===== config.mk =====
export PLATFORM = sky130hd
export DESIGN_NAME = conv_1_fm_writer_flat
export DESIGN_NICKNAME = d
export VERILOG_FILES = /design/src/rtl/conv_1_fm_writer_if.sv /design/src/rtl/conv_1_fm_writer.sv /design/src/flat_wrapper.sv
export SDC_FILE = /design/constraint.sdc
export NUM_CORES = 1
export LEC_CHECK = 0
export CAP_MARGIN = 20
export CORE_AREA = 3 3 113 115
export DETAILED_ROUTE_END_ITERATION = 6
export DIE_AREA = 0 0 116 118
export GPL_TIMING_DRIVEN = 1
export PLACE_DENSITY = 0.8
export SYNTH_ARGS = -nofsm -noshare
export SYNTH_HDL_FRONTEND = slang
export SYNTH_SLANG_ARGS = --single-unit

===== constraint.sdc =====
create_clock -name clk -period 5.91 [get_ports clk]
set_input_delay 1.4775 -clock clk [delete_from_list [all_inputs] [get_ports clk]]
set_output_delay 1.4775 -clock clk [all_outputs]
set_load 0.005 [all_outputs]

===== src/rtl/conv_1_fm_writer_if.sv =====
// conv_1_fm_writer_if: bias BRAM read port, MAC result stream and dual-port feature-map BRAM write bus
// Ports (signals): bias_bram_en/addr/dout, mac_vld/data/rdy, fm_bram_en{a,b}/we{a,b}/addr{a,b}/din{a,b}
// master = the writer, slave = MAC source plus BRAMs
interface conv_1_fm_writer_if #(
   parameter int ACC_W  = 32,
   parameter int DATA_W = 16
);
   logic                bias_bram_en;
   logic [6:0]          bias_bram_addr;
   logic [2*DATA_W-1:0] bias_bram_dout;
   logic                mac_vld;
   logic [ACC_W-1:0]    mac_data;
   logic                mac_rdy;
   logic                fm_bram_ena, fm_bram_enb, fm_bram_wea, fm_bram_web;
   logic [6:0]          fm_bram_addra, fm_bram_addrb;
   logic [DATA_W-1:0]   fm_bram_dina, fm_bram_dinb;
   modport master (
      output bias_bram_en, bias_bram_addr, mac_rdy,
      output fm_bram_ena, fm_bram_enb, fm_bram_wea, fm_bram_web,
      output fm_bram_addra, fm_bram_addrb, fm_bram_dina, fm_bram_dinb,
      input  bias_bram_dout, mac_vld, mac_data
   );
   modport slave (
      input  bias_bram_en, bias_bram_addr, mac_rdy,
      input  fm_bram_ena, fm_bram_enb, fm_bram_wea, fm_bram_web,
      input  fm_bram_addra, fm_bram_addrb, fm_bram_dina, fm_bram_dinb,
      output bias_bram_dout, mac_vld, mac_data
   );
endinterface


===== src/rtl/conv_1_fm_writer.sv =====
// conv_1_fm_writer: adds per-layer bias to conv_1 MAC results, saturates, writes even/odd pairs to the feature-map BRAM
// Ports: clk, rst (sync, active-high), wb_en (rising edge starts a run), bus (conv_1_fm_writer_if.master),
//        output_layer (current layer), busy, done (end-of-run pulse), drop_err (sticky dropped result)
// Build option: CONV_WB_RELU_EN clamps negative saturated results to zero
module conv_1_fm_writer #(
   parameter int ACC_W         = 32,
   parameter int DATA_W        = 16,
   parameter int OUT_PER_LAYER = 16,
   parameter int NUM_LAYERS    = 6
) (
   input  logic               clk,
   input  logic               rst,
   input  logic               wb_en,
   conv_1_fm_writer_if.master bus,
   output logic [2:0]         output_layer,
   output logic               busy,
   output logic               done,
   output logic               drop_err
);
   typedef enum logic [2:0] {IDLE, BIAS_RD, BIAS_LAT, ACCEPT, NEXT} state_t;
   state_t state;
   logic wb_q, start, last_layer, wr;
   logic [6:0] cnt, base;
   logic [DATA_W-1:0] bias_r, hold_r, sat, res;
   logic [ACC_W:0] sum;
   assign start = wb_en & ~wb_q & ~busy;
   assign last_layer = output_layer == 3'(NUM_LAYERS - 1);
   assign base = 7'(output_layer) * 7'(OUT_PER_LAYER);
   assign bus.mac_rdy = state == ACCEPT;
   assign bus.bias_bram_addr = {5'd0, output_layer[2:1]};
   assign {bus.fm_bram_ena, bus.fm_bram_enb, bus.fm_bram_wea, bus.fm_bram_web} = {4{wr}};
   assign sum = {bus.mac_data[ACC_W-1], bus.mac_data} + {{(ACC_W + 1 - DATA_W){bias_r[DATA_W-1]}}, bias_r};
   // In range when every bit above the result's sign bit matches it; otherwise clamp toward the sum's sign
   assign sat = (&sum[ACC_W:DATA_W-1] | ~|sum[ACC_W:DATA_W-1]) ? sum[DATA_W-1:0]
                                                               : {sum[ACC_W], {(DATA_W - 1){~sum[ACC_W]}}};
`ifdef CONV_WB_RELU_EN
   assign res = sat[DATA_W-1] ? '0 : sat;
`else
   assign res = sat;
`endif
   always_ff @(posedge clk) begin
      if (rst) begin
         state <= IDLE;
         wb_q <= 1'b0;
         cnt <= '0;
         bias_r <= '0;
         hold_r <= '0;
         output_layer <= '0;
         busy <= 1'b0;
         done <= 1'b0;
         drop_err <= 1'b0;
         wr <= 1'b0;
         bus.bias_bram_en <= 1'b0;
         bus.fm_bram_addra <= '0;
         bus.fm_bram_addrb <= '0;
         bus.fm_bram_dina <= '0;
         bus.fm_bram_dinb <= '0;
      end else begin
         wb_q <= wb_en;
         drop_err <= (drop_err & ~start) | (bus.mac_vld & ~bus.mac_rdy);
         wr <= 1'b0;
         done <= 1'b0;
         bus.bias_bram_en <= 1'b0;
         case (state)
            IDLE: if (start) begin
               output_layer <= '0;
               cnt <= '0;
               busy <= 1'b1;
               bus.bias_bram_en <= 1'b1;
               state <= BIAS_RD;
            end
            BIAS_RD: state <= BIAS_LAT;
            BIAS_LAT: begin
               bias_r <= output_layer[0] ? bus.bias_bram_dout[2*DATA_W-1:DATA_W] : bus.bias_bram_dout[DATA_W-1:0];
               state <= ACCEPT;
            end
            ACCEPT: if (bus.mac_vld) begin
               cnt <= cnt + 7'd1;
               if (!cnt[0]) hold_r <= res;
               else begin
                  wr <= 1'b1;
                  bus.fm_bram_addra <= base + {cnt[6:1], 1'b0};
                  bus.fm_bram_addrb <= base + cnt;
                  bus.fm_bram_dina <= hold_r;
                  bus.fm_bram_dinb <= res;
                  // The last pair's write cycle is the NEXT cycle; done shares it so busy covers done
                  if (cnt == 7'(OUT_PER_LAYER - 1)) begin
                     state <= NEXT;
                     done <= last_layer;
                  end
               end
            end
            NEXT: if (last_layer) begin
               busy <= 1'b0;
               state <= IDLE;
            end else begin
               output_layer <= output_layer + 3'd1;
               cnt <= '0;
               bus.bias_bram_en <= 1'b1;
               state <= BIAS_RD;
            end
            default: state <= IDLE;
         endcase
      end
   end
endmodule


===== src/flat_wrapper.sv =====
// flat-port wrapper written by rule: the top's interface ports become plain ports
module conv_1_fm_writer_flat 
#(
   parameter int ACC_W         = 32,
   parameter int DATA_W        = 16,
   parameter int OUT_PER_LAYER = 16,
   parameter int NUM_LAYERS    = 6
)
  (clk, rst, wb_en, output_layer, busy, done, drop_err, bus_bias_bram_en, bus_bias_bram_addr, bus_mac_rdy, bus_fm_bram_ena, bus_fm_bram_enb, bus_fm_bram_wea, bus_fm_bram_web, bus_fm_bram_addra, bus_fm_bram_addrb, bus_fm_bram_dina, bus_fm_bram_dinb, bus_bias_bram_dout, bus_mac_vld, bus_mac_data);
  conv_1_fm_writer_if #(.ACC_W(ACC_W), .DATA_W(DATA_W)) bus_i ();
  input  logic clk;
  input  logic rst;
  input  logic wb_en;
  output logic [2:0] output_layer;
  output logic busy;
  output logic done;
  output logic drop_err;
  output wire logic [$bits(bus_i.bias_bram_en)-1:0] bus_bias_bram_en;
  output wire logic [$bits(bus_i.bias_bram_addr)-1:0] bus_bias_bram_addr;
  output wire logic [$bits(bus_i.mac_rdy)-1:0] bus_mac_rdy;
  output wire logic [$bits(bus_i.fm_bram_ena)-1:0] bus_fm_bram_ena;
  output wire logic [$bits(bus_i.fm_bram_enb)-1:0] bus_fm_bram_enb;
  output wire logic [$bits(bus_i.fm_bram_wea)-1:0] bus_fm_bram_wea;
  output wire logic [$bits(bus_i.fm_bram_web)-1:0] bus_fm_bram_web;
  output wire logic [$bits(bus_i.fm_bram_addra)-1:0] bus_fm_bram_addra;
  output wire logic [$bits(bus_i.fm_bram_addrb)-1:0] bus_fm_bram_addrb;
  output wire logic [$bits(bus_i.fm_bram_dina)-1:0] bus_fm_bram_dina;
  output wire logic [$bits(bus_i.fm_bram_dinb)-1:0] bus_fm_bram_dinb;
  input wire logic [$bits(bus_i.bias_bram_dout)-1:0] bus_bias_bram_dout;
  input wire logic [$bits(bus_i.mac_vld)-1:0] bus_mac_vld;
  input wire logic [$bits(bus_i.mac_data)-1:0] bus_mac_data;
  assign bus_bias_bram_en = bus_i.bias_bram_en;
  assign bus_bias_bram_addr = bus_i.bias_bram_addr;
  assign bus_mac_rdy = bus_i.mac_rdy;
  assign bus_fm_bram_ena = bus_i.fm_bram_ena;
  assign bus_fm_bram_enb = bus_i.fm_bram_enb;
  assign bus_fm_bram_wea = bus_i.fm_bram_wea;
  assign bus_fm_bram_web = bus_i.fm_bram_web;
  assign bus_fm_bram_addra = bus_i.fm_bram_addra;
  assign bus_fm_bram_addrb = bus_i.fm_bram_addrb;
  assign bus_fm_bram_dina = bus_i.fm_bram_dina;
  assign bus_fm_bram_dinb = bus_i.fm_bram_dinb;
  assign bus_i.bias_bram_dout = bus_bias_bram_dout;
  assign bus_i.mac_vld = bus_mac_vld;
  assign bus_i.mac_data = bus_mac_data;
  conv_1_fm_writer #(.ACC_W(ACC_W), .DATA_W(DATA_W), .OUT_PER_LAYER(OUT_PER_LAYER), .NUM_LAYERS(NUM_LAYERS)) u_core (.clk(clk), .rst(rst), .wb_en(wb_en), .bus(bus_i), .output_layer(output_layer), .busy(busy), .done(done), .drop_err(drop_err));
endmodule

==> results of run 1 <==
[where the power goes]
part | total (W) | internal (W) | leakage [nW] | switching [W]
combinational | 0.000447 | 0.000181 | 1.83 | 0.000267
sequential | 0.000645 | 0.000623 | 0.728 | 0.0000219
clock | 0.000610 | 0.000372 | 0.153 | 0.000238
[cells by family after synthesis]
family                   Yosys count  synth area share (%)
XOR/XNOR                          25                  3.72
other                              1                0.0637
flip-flops                        90                  30.6
adder cells (fa/ha/maj)           38                  8.34
buffers and inverters             73                  6.08
multiplexers                      19                  3.23
AO/OA/AOI/OAI                    211                  25.6
AND/OR/NAND/NOR                  284                  22.3
[flip-flops by register name, summed over array words and instances, names as in the netlist, 3 cells and up]
register	cells
u_core.bus.fm_bram_dina	16
u_core.bias_r	16
u_core.output_layer	3
u_core.bus.fm_bram_dinb	16
u_core.bus.fm_bram_addrb	6
u_core.state	3
u_core.cnt	7
u_core.hold_r	16
[worst max-delay path, delay by kind of cell]
family | cells | cell delay (ns)
XOR/XNOR | 1 | 0.21
AND/OR/NAND/NOR | 2 | 0.62
adder cells (fa/ha/maj) | 2 | 0.65
AO/OA/AOI/OAI | 6 | 2.12
buffers and inverters | 2 | 0.48
[routing by layer]
metal	vias up	global-route usage, %	part of all wire, %	wire [um]
li1	2889	-	-	-
met1	2714	31.9	43	7520
met2	212	42.9	49	8490
met3	31	4.06	5.4	942
met4	0	7.83	2.6	450
met5	-	0	0	0
[final timing paths]
check / start / endpoint / slack, ns / cells past startpoint
max: bus_mac_data[0] / u_core.bus.fm_bram_dinb[1] / 0.59 / 13
min: u_core.bus.fm_bram_dina[3] / u_core.bus.fm_bram_dina[3] / 0.45 / 2
max reg2reg: u_core.bias_r[15] / u_core.bus.fm_bram_dinb[1] / 1.41 / 11
min reg2reg: u_core.bus.fm_bram_dina[3] / u_core.bus.fm_bram_dina[3] / 0.45 / 2
[metrics by stage]
step                setup WS [ns]  util, %  std cells  hold WS [ns]
finish                      0.587     62.3        981         0.453
CTS                         0.570     62.3        981         0.455
global placement            0.366     59.7        965         0.442
detailed placement          0.256     59.7        965         0.446
floorplan                    1.18        -        746         0.432
global route                0.346     62.3        981         0.470
[layout make-up]
class	count	share of cell area, %
multi-input combinational	583	50.6
sequential	90	24.3
timing repair buffer	133	17.8
clock buffer	10	3.08
tap	147	2.48
clock inverter	6	1.21
inverter	12	0.607
[cell usage in the layout, fill, tap and decap left out, types with 6 or more instances in the layout]
master	Yosys	routed
a211oi_1	21	21
xor2_1	12	12
a311oi_1	22	22
a311oi_2	10	10
conb_1	1	6
ha_1	36	36
a31oi_1	6	6
nand3_1	12	12
nor2_1	93	93
xnor2_1	13	13
and4_1	9	9
buf_4	18	6
dfxtp_1	90	90
mux2i_1	19	19
clkdlybuf4s50_1	0	125
and3_1	10	9
nand4_1	13	13
o211ai_1	8	8
nand2_1	95	95
nor3_1	13	12
or3_1	7	7
o21ai_0	21	21
a21oi_1	69	69
a21o_1	14	14
nor4_1	7	7
clkbuf_16	0	9
inv_1	12	12
==> results.md, run 1 <==
* Final hold violations at 0
* Pin count of the biggest net entering global routing at 59
* Multi-input gate area at 0.00375 mm2
* Post-CTS sizing at 0
* Worst rel slew slack at 30.3%
* Ys async rst share at 0%
* Setup TNS at 0 ns
* GRT Total Usage at 25.1%
* Wirelength, routed at 17.4 mm
* Pre-antenna DRT Iters at 5
* FILL cells at 1,031
* Reg area at 0.00180 mm2
* Cell Area, Synth at 0.00588 mm2
* Antenna Nets Post-Route at 0
* Pwr dens at 229 mW/mm2
* Clock Path Buffers at 2
* HPWL after DPL at 13.8 mm
* CP most frequent cell: a21o_1
* Post-synth EDFFs at 0
* Vias in the first global route at 5,533
* Final Skew at 0.00981 ns
* Lkg Pwr at 2.72 nW
* Core area at 0.0119 mm2
* Total global routing overflow at 0
* Crit share post-route at 90.1%
* Peak supply drop at 0.142 mV
* First-pass GRT wire length at 27.7 mm
* Worst-path clk slew at 0.06 ns
* CP peak stage delay at 0.47 ns
* Setup fix buffers added after clock tree synthesis at 0
* Die Y at 118 um
* Worst hold path class: flop to flop
* Critical path data required time at 6.15 ns
* Status: finished clean
* Cts bufs inserted at 9
* Vias/cell at 5.96
* CP Cell Sequence: clkdlybuf4s50_1 -> ha_1 -> fa_1 -> a21o_1 -> a221o_2 -> a2111oi_2 -> o21ai_0 -> xor2_1 -> inv_1 -> nor4_1 -> nand4_1 -> a21o_1 -> a311oi_1
* Count of state elements after synthesis at 90
* CTS tree: yes
* Hold_buf cts at 0
* Post-Syn Area per Cell at 7.94 um2
* Slowest cell on crit path: a2111oi_2
* Initial DRC Count at 521
* Post-synthesis cell count at 741
* Pwr Total at 0.00170 W
* Number of library cell types mapped by synthesis at 65
* Crit. End Element: flop
* NumNets Final at 935
* Setup Crit Path Kind: primary input to flop
* RSZ-0062 raised after global routing: no
* Min cycle time layout at 5.32 ns
* Max cap viols at 0
* Crit path DAT at 5.56 ns
* Drt wl/cell at 17.7 um
* Sequential area share after synthesis at 30.6%
* Critical path peak fanout at 14
* Ports at 133
* I/O Buffers at 126
* Initial Util at 49.4%
* Root buffer cell: clkbuf_16
* Setup violators final at 0
* # clock sinks at 90
* Die area at 0.0137 mm2
* Layout cell share with drive strength beyond 1 at 5.76%
* Gpl congestion at 0.931
* Max Fclk at 188 MHz
* Non-Filler Cell Area, Final at 0.00743 mm2
* Diode count at 0
* Most common cell in the netlist: nand2_1
* Synth warn at 0
* Worst slew pin tran at 1.04 ns
* Synth top area cells: dfxtp_1 (31%), ha_1 (7.7%), nand2_1 (6.1%)
* Worst setup SP type: primary input
* Num rows at 40
* Synth top area share at 30.6%
* Final Max Slew Viols at 0
* Predominant post-synthesis flop cell: dfxtp_1
* Post-synth top cells: nand2_1 (95), nor2_1 (93), dfxtp_1 (90)
* Initial antenna violation count at 0
* # H-tree levels at 3
* Die width at 116 um
* DRC at 0
* Synth-to-layout area growth at 26.2%
* Clk_lat worst skew at 0.34 ns
* Cell Area, Placed at 0.00711 mm2
* Area leader, netlist: dfxtp_1
* Routed vias at 5,846
Note: power is estimated with default switching activity, not from simulation.
==> run 2, diff against run 1 <==
CORE_AREA = 3 3 97 145   (was 3 3 113 115)
DIE_AREA = 0 0 100 148   (was 0 0 116 118)
PLACE_DENSITY = 0.78   (was 0.8)
clock period = 4.3 ns   (was 5.91 ns; I/O delays follow)
==> run 2 against run 1 <==
Net effect: final cell count is 12% higher; sequential cell count stayed put; die area is 8.1% higher; clock skew is 0.00093 ns lower; utilization is 4.8 points higher; cell area is 17% higher; highest routed layer unchanged; count of clock-buffer cells in the layout is 1 lower; global-route usage is 1.9 points lower; power is 45% higher.
==> results.md, run 2 (same netlist as run 1, synthesis figures left out) <==
* Status: finished clean
* Slowest cell on crit path: clkdlybuf4s50_1
* RR Startpoint: u_core.bias_r[15]
* Initial antenna violation count at 1 (+1)
* GRT Total Usage at 23.2% (-1.9 points)
* Antenna Nets Post-Route at 0 (unchanged)
* HPWL after DPL at 13.9 mm (+0.21%)
* NumNets Final at 1,044 (+12%)
* Initial DRC Count at 323 (-38%)
* Switch Pwr at 0.000806 W (+53%)
* Crit path DAT at 4.47 ns (-1.09 ns)
* Clk pwr share at 30.1% (-5.7 points)
* Pwr dens at 283 mW/mm2 (+24%)
* Critical path peak fanout at 7 (-7)
* Final hold violations at 0 (unchanged)
* Setup TNS at 0 ns (unchanged)
* M3 GR Usage at 2.31% (-1.7 points)
* Total global routing overflow at 0 (unchanged)
* DRC at 0 (unchanged)
* Worst reg-to-reg path cell count at 15 (+4)
* Worst hold path class: flop to flop
* I/O Buffers at 126 (unchanged)
* Setup violators final at 0 (unchanged)
* Setup Crit Path Kind: primary input to flop
* Final Max Slew Viols at 0 (unchanged)
* Worst path top cell family by delay: simple AND/OR/NAND/NOR gates
* Routed vias at 6,366 (+8.9%)
* Final std cells w/o fill at 1,103 (+12%)
* First-pass GRT wire length at 28.0 mm (+0.82%)
* Met2 Usage GRT at 45.0% (+2.0 points)
* Min-delay src: u_core.bus.fm_bram_dina[15]
* Crit share post-route at 98.2%
* Worst rel slew slack at 26.3% (-4.0 points)
* Hold EP: u_core.bus.fm_bram_dina[15]
* Num rows at 51 (+28%)
* Vias in the first global route at 5,928 (+7.1%)
* Die area at 0.0148 mm2 (+8.1%)
* Vias/cell at 5.77 (-3.1%)
* CTS tree: yes
* Synth-to-layout area growth at 47.8%
* Die Y at 148 um (+25%)
* Cts bufs inserted at 9 (unchanged)
* Root buffer cell: clkbuf_16
* Sequential power share at 35.8% (-2.1 points)
* Worst setup SP type: primary input
* Pre-antenna DRT Iters at 5 (unchanged)
* Peak supply drop at 0.196 mV (+38%)
* Worst path bufs/invs at 3 (+1)
* Internal power at 0.00166 W (+41%)
* Max cap viols at 0 (unchanged)
* Worst-path clk slew at 0.07 ns (about the same)
* CP Cell Sequence: clkdlybuf4s50_1 -> ha_4 -> and3_1 -> and4_2 -> buf_4 -> a211oi_4 -> o221ai_2 -> nand2_1 -> or4b_4 -> a211oi_2 -> nand4_1 -> a21o_1 -> clkbuf_16 -> a311oi_2
* Number of instances in the placed design at 1,078 (+12%)
* Core area at 0.0130 mm2 (+8.8%)
* Most common cell after layout, fill and taps aside: clkdlybuf4s50_1
* FILL cells at 1,024 (-0.68%)
* GR peak layer: met2
* Met1 Usage GRT at 24.6% (-7.3 points)
* Hold depth at 2 (unchanged)
* Reg-to-reg slack, setup at 0.53 ns (-0.88 ns)
* Wirelength, routed at 18.5 mm (+6.3%)
* Sw Share at 32.7% (+1.8 points)
* # clock sinks at 90 (unchanged)
* Most frequent cells in the layout: clkdlybuf4s50_1 (112), buf_4 (111), nand2_1 (95), nor2_1 (91), dfxtp_1 (90)
* Critical path data required time at 4.55 ns (-1.60 ns)
* Combinational power share at 34.1% (+7.8 points)
* Die width at 100 um (-14%)
* Hold_buf cts at 0 (unchanged)
* Pwr Total at 0.00246 W (+45%)
* Min cycle time layout at 4.22 ns
* Lkg Pwr at 3.37 nW (+24%)
* Gpl congestion at 0.924 (-0.72%)
* # H-tree levels at 3 (unchanged)
* Crit. End Element: flop
* Layout cell share with drive strength beyond 1 at 22.3% (+17 points)
* Non-Filler Cell Area, Final at 0.00870 mm2 (+17%)
* Max Fclk at 237 MHz
* Drt wl/cell at 16.8 um (-5.4%)
* Clk_lat worst skew at 0.35 ns (about the same)
* Clock Path Buffers at 2 (unchanged)
* Ports at 133 (unchanged)
* CP peak stage delay at 0.50 ns (+0.03 ns)
* Pin count of the biggest net entering global routing at 56 (-5.1%)
* Initial Util at 45.4% (-4.0 points)
* Reg2Reg Capture Point: u_core.bus.fm_bram_dinb[7]
* Cell Area, Placed at 0.00791 mm2 (+11%)
* Final Skew at 0.00888 ns (-0.000928 ns)
* Worst slew pin tran at 1.10 ns (+0.0600 ns)
## run 2: cell count changes in the layout (fill, tap and decap cells not counted), moves of 3 or more
cell	change
buf_4	+105
ha_1	-17
ha_4	+15
clkdlybuf4s50_1	-13
dlymetal6s2s_1	+12
a21oi_1	-10
a21oi_2	+8
a311oi_1	-6
a311oi_2	+6
a31oi_1	-3
o21ai_0	-3
## run 2: area by class of cell
class                      count  area [um2]  share of cell area (%)
clock inverter                 7        51.3                   0.590
timing repair buffer         242        2200                    25.3
clock buffer                   9         225                    2.59
multi-input combinational    583        4170                    47.9
tap                          159         199                    2.29
inverter                      12        45.0                   0.518
sequential                    90        1800                    20.7
antenna                        1        2.50                  0.0288
## run 2: stage by stage
| step | utilization (%) | worst slack (ns) | hold WS, ns |
|---|---|---|---|
| floorplan | - | 0.00824 | 0.432 |
| global placement | 61.1 | -0.566 | 0.438 |
| detailed placement | 61.1 | -0.631 | 0.444 |
| CTS | 63.5 | 0.00261 | 0.456 |
| global route | 67.1 | -0.0458 | 0.477 |
| finish | 67.1 | 0.0776 | 0.457 |
## run 2: metal layers
layer | share of wire, % | up-vias
met5 | 0 | -
met4 | 4.0 | 0
met1 | 37 | 3013
li1 | - | 3099
met3 | 4.0 | 52
met2 | 55 | 202
## run 2: worst max-delay path by stage
stage	to	depth (start not counted)	from
detailed placement	u_core.bus.fm_bram_dinb[7]	15	bus_mac_data[0]
CTS	u_core.bus.fm_bram_dinb[7]	14	bus_mac_data[1]
floorplan	u_core.bus.fm_bram_dinb[10]	13	bus_mac_data[0]
global route	u_core.bus.fm_bram_dinb[4]	15	bus_mac_data[10]
finish	u_core.bus.fm_bram_dinb[7]	14	bus_mac_data[6]
global placement	u_core.bus.fm_bram_dinb[12]	14	bus_mac_data[0]
## run 2: tightest hold or removal path: cells and delay by family (launching register included)
family | cells | cell delay, ns
flip-flops | 1 | 0.31
AND/OR/NAND/NOR | 1 | 0.05
AO/OA/AOI/OAI | 1 | 0.05
## run 2: timing repair
item,4_1_cts,5_1_grt
setup endpoints to repair,30,30
resized for setup,7,72
pin swaps,7,27
gates cloned,0,1
buffers inserted,0,7
endpoints found under the hold margin,0,0
## run 2: power by group through the flow
stage | registers (W) | clock network (W) | logic, W
after floorplan | 0.000889 | 0 | 0.000416
after global placement | 0.000894 | 0 | 0.000738
after detailed placement | 0.000894 | 0 | 0.000746
after CTS | 0.000875 | 0.000736 | 0.000759
after global routing | 0.000883 | 0.000777 | 0.000919
final | 0.000881 | 0.000742 | 0.000841
==> run 3, diff against run 2 <==
--- a/config.mk
+++ b/config.mk
@@ -8,4 +8,5 @@
 export CAP_MARGIN = 20
 export CORE_AREA = 3 3 97 145
+export CTS_CLUSTER_SIZE = 10
 export DETAILED_ROUTE_END_ITERATION = 6
 export DIE_AREA = 0 0 100 148
==> constraint.sdc (replaced) <==
create_clock -name clk -period 4.3 [get_ports clk]
set_input_delay 1.075 -clock clk [delete_from_list [all_inputs] [get_ports clk]]
set_output_delay 1.075 -clock clk [all_outputs]
set_load 0.1 [all_outputs]
==> run 3 against run 2 <==
Net effect: worst hold slack got worse by 0.011 ns; first-iteration DRC count fell by 10%; final cell count fell by 0.54%; fmax rose by 0.66%; utilization fell by 1.3 points; power rose by 0.64%; clock power fell by 0.8%; sequential share of layout area rose by 0.42 points; register-to-register slack improved by 0.08 ns; critical path type unchanged.
==> results.md, run 3 (same netlist as run 1, synthesis figures left out) <==
* Status: finished clean
* Final Skew at 0.00337 ns (-0.00552 ns)
* Num rows at 51 (unchanged)
* Initial Util at 45.4% (unchanged)
* Switch Pwr at 0.000823 W (+2.1%)
* Final std cells w/o fill at 1,097 (-0.54%)
* Crit. End Element: flop
* Worst slew pin tran at 1.03 ns (-0.0789 ns)
* Initial antenna violation count at 0 (-1)
* Vias in the first global route at 5,753 (-3.0%)
* Total global routing overflow at 0 (unchanged)
* Pwr Total at 0.00248 W (+0.64%)
* Setup Crit Path Kind: primary input to flop
* Clock Path Buffers at 2 (unchanged)
* GRT Total Usage at 22.9% (-0.29 points)
* Ports at 133 (unchanged)
* First-pass GRT wire length at 27.4 mm (-1.9%)
* Number of instances in the placed design at 1,077 (-0.093%)
* Critical path data required time at 4.54 ns (about the same)
* Crit share post-route at 97.6% (-0.64 points)
* Lkg Pwr at 3.32 nW (-1.3%)
* FILL cells at 1,083 (+5.8%)
* Most frequent cells in the layout: clkdlybuf4s50_1 (113), buf_4 (110), nand2_1 (94), nor2_1 (92), dfxtp_1 (90)
* Place WS at -0.615 ns (+0.0158 ns)
* Critical path peak fanout at 14 (+7)
* Wirelength, routed at 18.1 mm (-2.4%)
* Die area at 0.0148 mm2 (unchanged)
* CTS tree: yes
* NumNets Final at 1,040 (-0.38%)
* Reg area at 0.00180 mm2 (unchanged)
* Hold_buf cts at 0 (unchanged)
* Sw Share at 33.2% (+0.47 points)
* Pwr dens at 291 mW/mm2 (+2.7%)
* DRC at 0 (unchanged)
* Setup violators final at 0 (unchanged)
* Internal power at 0.00166 W (about the same)
* Vias/cell at 5.69 (-1.3%)
* Sequential power share at 35.5% (-0.3 points)
* Multi-input gate area at 0.00404 mm2 (-3.1%)
* Diode count at 0 (-1)
* Crit path DAT at 4.44 ns (-0.03 ns)
* Die width at 100 um (unchanged)
* Peak supply drop at 0.183 mV (-6.5%)
* Pre-antenna DRT Iters at 5 (unchanged)
* Synth-to-layout area growth at 44.9%
* Drt wl/cell at 16.5 um (-1.9%)
* Pin count of the biggest net entering global routing at 56 (unchanged)
* Cts bufs inserted at 9 (unchanged)
* Layout cell share with drive strength beyond 1 at 20.9% (-1.4 points)
* Max Fclk at 238 MHz (+0.66%)
* # clock sinks at 90 (unchanged)
* Worst setup SP type: primary input
* Max cap viols at 0 (unchanged)
* Final Worst Setup Slack at 0.105 ns (+0.0275 ns)
* Antenna Nets Post-Route at 0 (unchanged)
* Combinational power share at 34.9% (+0.8 points)
* Worst hold path class: flop to flop
* Final hold violations at 0 (unchanged)
* Die Y at 148 um (unchanged)
* Clk pwr share at 29.7% (-0.4 points)
* HPWL after DPL at 13.8 mm (-0.90%)
* Core area at 0.0130 mm2 (unchanged)
* Min cycle time layout at 4.19 ns (-0.0275 ns)
* Final Max Slew Viols at 0 (unchanged)
* Most common cell after layout, fill and taps aside: clkdlybuf4s50_1
* Clk_lat worst skew at 0.34 ns (about the same)
* Root buffer cell: clkbuf_16
* # H-tree levels at 3 (unchanged)
* I/O Buffers at 126 (unchanged)
* Gpl congestion at 0.921 (-0.32%)
* Routed vias at 6,247 (-1.9%)
* Worst-path clk slew at 0.06 ns (about the same)
* Initial DRC Count at 290 (-10%)
* Worst rel slew slack at 31.6% (+5.3 points)
run 3: cell count changes in the layout (fill, tap and decap cells not counted), moves of 2 or more:
cell and delta:
ha_1 +7, ha_4 -6, a311oi_1 +5, a311oi_2 -5, dlymetal6s2s_1 -3, inv_6 -3
a21oi_1 +2, a21oi_4 -2, a31oi_2 +2, a31oi_4 -2
run 3: final timing paths:
path | from | to | slack [ns] | cells after the start
worst max register to register | u_core.bias_r[15] | u_core.bus.fm_bram_dinb[3] | 0.61 | 15
worst min-delay path | u_core.hold_r[7] | u_core.bus.fm_bram_dina[7] | 0.45 | 2
worst max-delay path | bus_mac_data[6] | u_core.bus.fm_bram_dinb[3] | 0.11 | 14
worst min register to register | u_core.hold_r[7] | u_core.bus.fm_bram_dina[7] | 0.45 | 2
run 3: cell type report:
class                   count  area share [%]
multi-input cells         583            47.4
repair buffers            238            25.3
flip-flops and latches     90            21.1
clock buffers              10            2.80
well taps                 159            2.33
inverters                  12           0.529
clock inverters             5           0.470
run 3: power by group through the flow:
stage | logic, W | clock network [W] | registers [W]
CTS | 0.000802 | 0.000744 | 0.000875
floorplan | 0.000440 | 0 | 0.000908
finish | 0.000864 | 0.000736 | 0.000879
global route | 0.000935 | 0.000772 | 0.000881
detailed placement | 0.000790 | 0 | 0.000894
global placement | 0.000783 | 0 | 0.000893
run 3: metrics by stage:
stage	util [%]	TNS (ns)	area (um2)	hold WS [ns]
floorplan	-	0	5920	0.432
finish	65.8	0	8520	0.446
global placement	61.0	-16.07	7900	0.439
detailed placement	61.0	-17.33	7900	0.441
global route	65.8	-0.0296	8520	0.473
CTS	63.4	0	8210	0.450
run 3: routing by layer:
layer  vias to the layer above  track usage [%]  wire length (um)
li1                       3089                -                 -
met1                      2922             24.6              6670
met2                       187             43.7              9990
met3                        49             2.27               669
met4                         0             10.8               730
met5                         -                0                 0
run 3: worst max-delay path, cell delays in order:
cell and delay, ns:
clkdlybuf4s50_1 0.42, ha_1 0.31, and3_1 0.18, and4_2 0.27, buf_4 0.16, a211oi_4 0.27
o221ai_4 0.13, nand2_1 0.10, or4b_4 0.46, a211oi_2 0.23, nand4_1 0.19, a21o_1 0.24
buf_12 0.16, a311oi_1 0.24
run 3: what timing repair did:
item / CTS / global route
cloned: 0 / 1
pin swaps: 8 / 22
endpoints found under the setup margin: 30 / 30
buffers inserted: 0 / 4
gates resized for setup: 6 / 54
